**config.mk**
```make
export PLATFORM = sky130hd
export DESIGN_NAME = coreir_repack_flat
export DESIGN_NICKNAME = d
export VERILOG_FILES = /design/src/rtl/coreir_repack_pkg.sv /design/src/rtl/coreir_repack_if.sv /design/src/rtl/coreir_repack_bitbuf.sv /design/src/rtl/coreir_repack.sv /design/src/flat_wrapper.sv
export SDC_FILE = /design/constraint.sdc
export NUM_CORES = 1
export LEC_CHECK = 0
export ABC_AREA = 1
export ABC_CLOCK_PERIOD_IN_PS = 2250
export CORE_ASPECT_RATIO = 0.7
export CORE_MARGIN = 2
export CORE_UTILIZATION = 51
export DETAILED_ROUTE_END_ITERATION = 10
export PLACE_DENSITY = 0.85
export SYNTH_ARGS = -nofsm -noshare
export SYNTH_HDL_FRONTEND = slang
export SYNTH_SLANG_ARGS = --single-unit
```
**constraint.sdc**
```tcl
create_clock -name clk -period 2.25 [get_ports clk]
set_clock_uncertainty 0.05 [all_clocks]
set_input_delay 0.45 -clock clk [delete_from_list [all_inputs] [get_ports clk]]
set_output_delay 0.45 -clock clk [all_outputs]
set_load 0.005 [all_outputs]
```
**src/rtl/coreir_repack_pkg.sv**
```systemverilog
// rtl/coreir_repack_pkg.sv - shared sizing helpers for the coreir_repack gearbox
//
// Contents:
//   calc_buf_w(in_width, out_width) : bit buffer width, in_width + out_width
//   calc_cnt_w(in_width, out_width) : width of an occupancy count 0..buf_w
package coreir_repack_pkg;

    function automatic int unsigned calc_buf_w(input int unsigned in_width,
                                               input int unsigned out_width);
        return in_width + out_width;
    endfunction

    function automatic int unsigned calc_cnt_w(input int unsigned in_width,
                                               input int unsigned out_width);
        return $clog2(in_width + out_width + 1);
    endfunction

endpackage

```
**src/rtl/coreir_repack_if.sv**
```systemverilog
// rtl/coreir_repack_if.sv - input/output stream handshake bundle for coreir_repack
//
// Signals:
//   in_valid, in_ready, in_data[in_width]     : input word stream
//   out_valid, out_ready, out_data[out_width] : output word stream
// Modports:
//   master : the environment (drives input stream, consumes output stream)
//   slave  : the gearbox
interface coreir_repack_if #(
    parameter int unsigned in_width  = 32'd4,
    parameter int unsigned out_width = 32'd12
) ();
    logic                 in_valid;
    logic                 in_ready;
    logic [in_width-1:0]  in_data;
    logic                 out_valid;
    logic                 out_ready;
    logic [out_width-1:0] out_data;

    modport master (
        output in_valid, in_data, out_ready,
        input  in_ready, out_valid, out_data
    );

    modport slave (
        input  in_valid, in_data, out_ready,
        output in_ready, out_valid, out_data
    );
endinterface

```
**src/rtl/coreir_repack_bitbuf.sv**
```systemverilog
// rtl/coreir_repack_bitbuf.sv - combinational next-state of the gearbox bit buffer
//
// Ports:
//   buf_q   in  : current buffer contents, bits at or above cnt are zero
//   cnt     in  : current occupancy
//   accept  in  : insert in_data this cycle
//   emit    in  : drop the lowest out_width bits this cycle
//   in_data in  : word to insert
//   buf_d   out : next buffer contents
module coreir_repack_bitbuf
    import coreir_repack_pkg::*;
#(
    parameter int unsigned in_width  = 32'd4,
    parameter int unsigned out_width = 32'd12,
    localparam int unsigned buf_w    = calc_buf_w(in_width, out_width),
    localparam int unsigned cnt_w    = calc_cnt_w(in_width, out_width)
) (
    input  logic [buf_w-1:0]    buf_q,
    input  logic [cnt_w-1:0]    cnt,
    input  logic                accept,
    input  logic                emit,
    input  logic [in_width-1:0] in_data,
    output logic [buf_w-1:0]    buf_d
);
    logic [buf_w-1:0] shifted;
    logic [cnt_w-1:0] base;
    logic [buf_w-1:0] word;

    always_comb begin
        shifted = buf_q;
        base    = cnt;
        if (emit) begin
            shifted = buf_q >> out_width;
            base    = cnt - cnt_w'(out_width);
        end
        // The region at and above base is already zero, so OR acts as an insert.
        word  = {{out_width{1'b0}}, in_data} << base;
        buf_d = accept ? (shifted | word) : shifted;
    end
endmodule

```
**src/rtl/coreir_repack.sv**
```systemverilog
// rtl/coreir_repack.sv - streaming gearbox repacking in_width-bit words into out_width-bit words
//
// Optional feature macro: COREIR_REPACK_FLUSH_EN (adds flush port and residual flush)
// Ports:
//   clk    in  : clock, all state on rising edge
//   arst_n in  : asynchronous active-low reset
//   bus        : coreir_repack_if.slave (in_valid/in_ready/in_data, out_valid/out_ready/out_data)
//   flush  in  : (COREIR_REPACK_FLUSH_EN only) emit residual bits zero-padded
module coreir_repack
    import coreir_repack_pkg::*;
#(
    parameter int unsigned in_width  = 32'd4,
    parameter int unsigned out_width = 32'd12
) (
    input  logic            clk,
    input  logic            arst_n,
    coreir_repack_if.slave  bus
`ifdef COREIR_REPACK_FLUSH_EN
    ,
    input  logic            flush
`endif
);
    localparam int unsigned buf_w = calc_buf_w(in_width, out_width);
    localparam int unsigned cnt_w = calc_cnt_w(in_width, out_width);
    localparam logic [cnt_w-1:0] iw_cnt = cnt_w'(in_width);
    localparam logic [cnt_w-1:0] ow_cnt = cnt_w'(out_width);

    logic [buf_w-1:0] buf_q;
    logic [buf_w-1:0] buf_d;
    logic [cnt_w-1:0] cnt;
    logic [cnt_w-1:0] cnt_d;
    logic             flush_pend;
    logic             in_ready_w;
    logic             out_valid_w;
    logic             accept;
    logic             emit;

    // cnt + in_width <= buf_w reduces to cnt <= out_width; no dependence on out_ready.
    assign in_ready_w  = !flush_pend && (cnt <= ow_cnt);
    assign out_valid_w = flush_pend || (cnt >= ow_cnt);
    assign accept      = bus.in_valid && in_ready_w;
    assign emit        = out_valid_w && bus.out_ready;

    assign bus.in_ready  = in_ready_w;
    assign bus.out_valid = out_valid_w;
    assign bus.out_data  = buf_q[out_width-1:0];

    always_comb begin
        cnt_d = cnt;
        if (emit && flush_pend) begin
            cnt_d = '0;
        end else begin
            case ({accept, emit})
                2'b10:   cnt_d = cnt + iw_cnt;
                2'b01:   cnt_d = cnt - ow_cnt;
                2'b11:   cnt_d = cnt - ow_cnt + iw_cnt;
                default: cnt_d = cnt;
            endcase
        end
    end

    // A flushed emit needs no special buffer handling: all residual bits sit
    // below out_width, so the normal shift leaves an all-zero buffer.
    coreir_repack_bitbuf #(
        .in_width  (in_width),
        .out_width (out_width)
    ) u_bitbuf (
        .buf_q   (buf_q),
        .cnt     (cnt),
        .accept  (accept),
        .emit    (emit),
        .in_data (bus.in_data),
        .buf_d   (buf_d)
    );

    always_ff @(posedge clk or negedge arst_n) begin
        if (!arst_n) begin
            cnt   <= '0;
            buf_q <= '0;
        end else begin
            cnt   <= cnt_d;
            buf_q <= buf_d;
        end
    end

`ifdef COREIR_REPACK_FLUSH_EN
    logic flush_pend_d;

    // Arm only for a true partial word; if a same-cycle accept completes the
    // word, the flush is moot and the word leaves normally.
    always_comb begin
        flush_pend_d = flush_pend;
        if (flush_pend) begin
            if (emit) flush_pend_d = 1'b0;
        end else if (flush && (cnt != '0) && (cnt < ow_cnt)
                     && (cnt_d != '0) && (cnt_d < ow_cnt)) begin
            flush_pend_d = 1'b1;
        end
    end

    always_ff @(posedge clk or negedge arst_n) begin
        if (!arst_n) flush_pend <= 1'b0;
        else         flush_pend <= flush_pend_d;
    end
`else
    assign flush_pend = 1'b0;
`endif
endmodule

```
**src/flat_wrapper.sv**
```systemverilog
// flat-port wrapper written by rule: the top's interface ports become plain ports
module coreir_repack_flat import coreir_repack_pkg::*;
#(
    parameter int unsigned in_width  = 32'd4,
    parameter int unsigned out_width = 32'd12
)
  (clk, arst_n, bus_in_valid, bus_in_data, bus_out_ready, bus_in_ready, bus_out_valid, bus_out_data);
  coreir_repack_if #(.in_width(in_width), .out_width(out_width)) bus_i ();
  input  logic clk;
  input  logic arst_n;
  input wire logic [$bits(bus_i.in_valid)-1:0] bus_in_valid;
  input wire logic [$bits(bus_i.in_data)-1:0] bus_in_data;
  input wire logic [$bits(bus_i.out_ready)-1:0] bus_out_ready;
  output wire logic [$bits(bus_i.in_ready)-1:0] bus_in_ready;
  output wire logic [$bits(bus_i.out_valid)-1:0] bus_out_valid;
  output wire logic [$bits(bus_i.out_data)-1:0] bus_out_data;
  assign bus_i.in_valid = bus_in_valid;
  assign bus_i.in_data = bus_in_data;
  assign bus_i.out_ready = bus_out_ready;
  assign bus_in_ready = bus_i.in_ready;
  assign bus_out_valid = bus_i.out_valid;
  assign bus_out_data = bus_i.out_data;
  coreir_repack #(.in_width(in_width), .out_width(out_width)) u_core (.clk(clk), .arst_n(arst_n), .bus(bus_i));
endmodule
```
==> results of run 1 <==
-- layer usage --
layer  GRT usage  share of wire  up-vias
met1      0.2697           0.45      449
met5           0              0        -
met2      0.3354           0.49       23
met4     0.03830         0.0054        0
met3     0.06725          0.057        2
li1            -              -      502
-- cell families after synthesis --
kind of cell	count (synthesis)	synth area share
AOI/OAI and AO/OA	3	0.01773
xor gates and xnor gates	1	0.007301
adders and majority gates	2	0.02085
buffers and inverters	31	0.1491
DFF	19	0.3962
and+or+nand+nor	101	0.4088
-- layout by cell type, fill, tap and decap left out, drive strengths merged --
| cell | Yosys | layout |
|---|---|---|
| xor2 | 1 | 1 |
| clkbuf | 0 | 4 |
| o21ai | 2 | 2 |
| clkdlybuf4s50 | 0 | 20 |
| inv | 15 | 15 |
| ha | 2 | 2 |
| a21boi | 1 | 1 |
| buf | 16 | 7 |
| nor2 | 10 | 10 |
| dlygate4sd2 | 0 | 1 |
| or2 | 1 | 1 |
| nand3 | 13 | 13 |
| nand2 | 75 | 75 |
| nand4 | 2 | 2 |
| dfrtp | 19 | 19 |
-- power breakdown --
part / internal, mW / switching, mW
logic: 0.510 / 0.676
registers: 0.485 / 0.0746
clock network: 0.0692 / 0.104
total: 1.06 / 0.855
-- flip-flops by register name, indices dropped and copies added, names as in the netlist --
name,count
u_core.cnt,3
u_core.buf_q,16
-- final cells by class --
type / count / area (um2) / share of cell area
multi-input cells: 107 / 548.0 / 0.3890
flip-flops and latches: 19 / 476.7 / 0.3384
repair buffers: 28 / 261.5 / 0.1856
inverters: 15 / 56.30 / 0.03996
well taps: 32 / 40.04 / 0.02842
clock buffers: 4 / 26.28 / 0.01865
-- synth_stat cells, drive strengths merged --
library cell,n
nor2,10
buf,16
xor2,1
ha,2
a21boi,1
nand2,75
or2,1
o21ai,2
dfrtp,19
nand3,13
inv,15
nand4,2
-- repair_timing --
item,in CTS,in global routing
endpoints found under the hold margin,0,0
gates resized for setup,2,1
buffers inserted,2,1
setup endpoints to repair,2,1
pin swaps,0,0
-- worst min path at each step --
stage	startpoint	depth (start not counted)	endpoint	slack, ns
final	arst_n	2	u_core.buf_q[3]$_DFF_PN0_	0.42
after global routing	arst_n	2	u_core.buf_q[4]$_DFF_PN0_	0.43
after detailed placement	u_core.buf_q[6]$_DFF_PN0_	2	u_core.buf_q[6]$_DFF_PN0_	0.42
after floorplan	arst_n	0	u_core.buf_q[0]$_DFF_PN0_	0.10
after global placement	u_core.buf_q[11]$_DFF_PN0_	2	u_core.buf_q[11]$_DFF_PN0_	0.41
after CTS	arst_n	2	u_core.cnt[4]$_DFFE_PN0P_	0.43
==> flow_summary.json, run 1 <==
{
  "diodes": 0,
  "crit_start": "u_core.cnt[2]$_DFFE_PN0P_",
  "gp_congestion": 0.8243,
  "clk_transition_reported_paths_ns": 0.10,
  "synth_area_um2": 1200,
  "min_path_type": "input pin to async pin",
  "max_freq_ghz": 0.4610,
  "setup_ws_ns": 0.08079,
  "grt_pass1_wl_um": 4105,
  "nets": 184,
  "hold_viol": 0,
  "nFillCells": 188,
  "cp-endpoint": "bus_in_ready",
  "die_x_um": 61.98,
  "final_cell_area_um2": 1409,
  "worstMarginPinSlew_ns": 0.2968,
  "drive_gt1_frac": 0.1965,
  "wl_per_cell_um": 11.72,
  "dr.pass1.iters": 4,
  "ys_types": 20,
  "path_max_fanout": 4,
  "grtUsageTotal": 0.2059,
  "post_dp_cell_area_um2": 1358,
  "coreArea_um2": 2190,
  "synth.top_cell.area_share": 0.3962,
  "r2r-start": "u_core.cnt[3]$_DFFE_PN0P_",
  "cp_top_family": "buffers and inverters",
  "die_y_um": 44.58,
  "cts_buffer_depth": 2,
  "p_per_area_nw_per_um2": 1362,
  "cts_tree": "yes",
  "cp.depth": 5,
  "start_util": 0.5480,
  "path_buf_inv": 2,
  "grt_max_degree": 20,
  "synth_area_leader_cell": "dfrtp_1",
  "reg2reg_depth": 11,
  "io_pins": 22,
  "grt_pass1_vias": 946,
  "cp_data_required_time_ns": 1.75,
  "dr_total_vias": 976,
  "yosys_warnings": 0,
  "ant_nets": 0,
  "cts-htree-levels": 1,
  "syn_inst": 157,
  "post-place-ws_ns": 0.1790,
  "whs_ns": 0.4211,
  "path_class": "register to output pin",
  "regToRegEndpoint": "u_core.buf_q[8]$_DFF_PN0_",
  "syn-num-nets": 167,
  "yosys-top-cells-area": "dfrtp_1 (40%), nand2_1 (22%), buf_4 (7.5%)",
  "p_leak_nw": 0.7457,
  "setup_tns_ns": 0,
  "insertion_delay_ns": 0.30,
  "root_buffer": "clkbuf_4",
  "place_inst": 198,
  "slew_violations": 0,
  "cp_cell_sequence": "ha_1 > ha_2 > inv_2 > nand2_1 > clkdlybuf4s50_1",
  "avgSynthCellArea_um2": 7.643,
  "cp_slowest_stage_delay_ns": 0.44,
  "num_rows": 14,
  "route.detailed.vias_per_inst": 4.761,
  "ctsHoldBuffers": 0,
  "max-vdd-ir-drop_mv": 0.7297,
  "status": "finished clean",
  "crit_slowest_cell": "clkdlybuf4s50_1",
  "synth-seq-cells": 19,
  "final_cells": 205,
  "power_mw": 1.920,
  "slew_headroom": 0.8014,
  "final_util": 0.6434,
  "grt_overflow": 0,
  "ys_seq_area_frac": 0.3962,
  "drt_iter0_drc": 27,
  "finalWirelength_um": 2403,
  "dieArea_um2": 2763,
  "numCtsBuffers": 3,
  "areaGrowthSynthToFinish_pct": 17.41,
  "finalCritPeriodShare": 0.9641,
  "antenna_found_initial": 0,
  "reg2reg_slack_ns": 0.30,
  "port_buffers": 21,
  "cts.sinks": 19,
  "finalSetupViolCount": 0,
  "worst_setup_path_end_kind": "output pin",
  "fin_crit_ns": 2.169,
  "cp-start-kind": "register",
  "hpwlAfterDp_um": 1839,
  "crit_arrival_ns": 1.67,
  "maxCapViolations": 0,
  "drc": 0
}
(Power assumes the default switching activity.)
==> run 2, diff against run 1 <==
--- a/config.mk
+++ b/config.mk
@@ -14,2 +14,3 @@
 export PLACE_DENSITY = 0.85
+export SLEW_MARGIN = 20
 export SYNTH_ARGS = -nofsm -noshare
--- a/constraint.sdc
+++ b/constraint.sdc
@@ -4,2 +4,2 @@
 set_output_delay 0.45 -clock clk [all_outputs]
-set_load 0.005 [all_outputs]
+set_load 0.05 [all_outputs]
==> flow_summary.json, run 2 (synthesis gave the netlist of run 1 again) <==
{
  "status": "finished clean",
  "cp_data_required_time_ns": 1.75,
  "reg2reg_depth": 11,
  "cp_cell_sequence": "ha_1 > ha_1 > inv_2 > nand3_4 > buf_6",
  "layout_commonest_cell": "nand2_1",
  "crit_arrival_ns": 1.59,
  "cts_buffer_depth": 2,
  "nets": 182,
  "root_buffer": "clkbuf_4",
  "p_leak_nw": 0.7456,
  "hold_viol": 0,
  "drc": 0,
  "finalSetupViolCount": 0,
  "die_y_um": 44.58,
  "diodes": 0,
  "largest_reg_flops": 16,
  "reg.largest.list": "u_core.buf_q: 16 flops, u_core.cnt: 3 flops",
  "coreArea_um2": 2190,
  "power_mw": 2.381,
  "nFillCells": 176,
  "grt_pass1_wl_um": 4188,
  "cts_tree": "yes",
  "post-place-ws_ns": 0.1762,
  "cp_slowest_stage_delay_ns": 0.47,
  "fin_crit_ns": 2.087,
  "place_inst": 197,
  "r2r-start": "u_core.cnt[2]$_DFFE_PN0P_",
  "slew_headroom": 0.6666,
  "final_cell_area_um2": 1411,
  "final_cells": 203,
  "finalCritPeriodShare": 0.9277,
  "num_rows": 14,
  "hpwlAfterDp_um": 2020,
  "regToRegEndpoint": "u_core.buf_q[1]$_DFF_PN0_",
  "layout_common_cells": "nand2_1 (69), clkdlybuf4s50_1 (19), dfrtp_1 (18)",
  "post_dp_cell_area_um2": 1358,
  "worstMarginPinSlew_ns": 0.4986,
  "p_per_area_nw_per_um2": 1687,
  "path_class": "register to output pin",
  "route.detailed.vias_per_inst": 5.000,
  "drt_iter0_drc": 72,
  "setup_tns_ns": 0,
  "grt_pass1_vias": 961,
  "antenna_found_initial": 0,
  "start_util": 0.5480,
  "cts.sinks": 19,
  "areaGrowthSynthToFinish_pct": 17.62,
  "grt_max_degree": 20,
  "insertion_delay_ns": 0.31,
  "drive_gt1_frac": 0.1930,
  "setup_ws_ns": 0.1626,
  "min_path_type": "input pin to async pin",
  "dieArea_um2": 2763,
  "critPathMostFrequentCell": "ha_1",
  "max-vdd-ir-drop_mv": 0.7120,
  "gp_congestion": 0.8708,
  "cts-htree-levels": 1,
  "grt_overflow": 0,
  "reg2reg_slack_ns": 0.21,
  "port_buffers": 21,
  "rsz0062_at_grt": "false",
  "grtUsageTotal": 0.2158,
  "finalWirelength_um": 2566,
  "maxCapViolations": 0,
  "cp-start-kind": "register",
  "dr.pass1.iters": 4,
  "largest-register": "u_core.buf_q",
  "die_x_um": 61.98,
  "slew_violations": 0,
  "wl_per_cell_um": 12.64,
  "max_freq_ghz": 0.4791,
  "crit_slowest_cell": "dfrtp_2",
  "ant_nets": 0,
  "dr_total_vias": 1015,
  "worst_setup_path_end_kind": "output pin",
  "clk_transition_reported_paths_ns": 0.10,
  "path_max_fanout": 6,
  "io_pins": 22,
  "numCtsBuffers": 3
}
[run 2: cell count changes in the layout (fill, tap and decap cells not counted), sizes merged]
cell and change:
dlygate4sd2 -1, clkdlybuf4s50 -1
[run 2: report_power, final]
part           switching, mW  internal, mW  total, mW
logic                   1.07         0.543       1.62
registers              0.100         0.486      0.586
clock network          0.109        0.0694      0.178
[run 2: worst max path at each step]
stage | startpoint | endpoint | slack, ns | cells after the start
3_5_place_dp | u_core.cnt[2]$_DFFE_PN0P_ | u_core.buf_q[1]$_DFF_PN0_ | 0.18 | 10
4_1_cts | u_core.cnt[2]$_DFFE_PN0P_ | bus_out_valid | 0.02 | 5
2_1_floorplan | u_core.cnt[2]$_DFFE_PN0P_ | u_core.buf_q[10]$_DFF_PN0_ | 0.49 | 10
5_1_grt | u_core.cnt[2]$_DFFE_PN0P_ | bus_out_valid | 0.08 | 5
3_3_place_gp | bus_out_ready | u_core.buf_q[14]$_DFF_PN0_ | 0.26 | 7
6_report | u_core.cnt[2]$_DFFE_PN0P_ | bus_out_valid | 0.16 | 5
[run 2: what timing repair did]
item | CTS | global route
pin swaps | 0 | 1
setup endpoints to repair | 1 | 1
resized for setup | 2 | 1
hold buffers | 0 | 0
setup buffers | 0 | 2
[run 2: stage by stage]
stage	hold WS [ns]	utilization
CTS	0.4130	0.6360
floorplan	0.1044	-
finish	0.4093	0.6446
detailed placement	0.4200	0.6200
global placement	0.4181	0.6200
global route	0.4202	0.6446
[run 2: area by class of cell]
cell class | instances | area [um2] | share of cell area
Clock buffer | 4 | 26.28 | 0.01862
Inverter | 15 | 56.30 | 0.03989
Multi-Input combinational cell | 107 | 553.0 | 0.3918
Sequential cell | 19 | 476.7 | 0.3378
Tap cell | 32 | 40.04 | 0.02837
Timing Repair Buffer | 26 | 259.0 | 0.1835
[run 2: worst max-delay path, delay by kind of cell (launching register included)]
kind | cells | cell delay (ns)
fa+ha+maj | 2 | 0.44
buf+inv | 2 | 0.29
flops | 1 | 0.47
simple gates | 1 | 0.09
[run 2: layer usage]
layer,part of all wire,GRT usage,up-vias
met1,0.43,0.2629,480
met5,0,0,-
met2,0.50,0.3417,29
met3,0.044,0.07018,9
li1,-,-,497
met4,0.029,0.1064,0
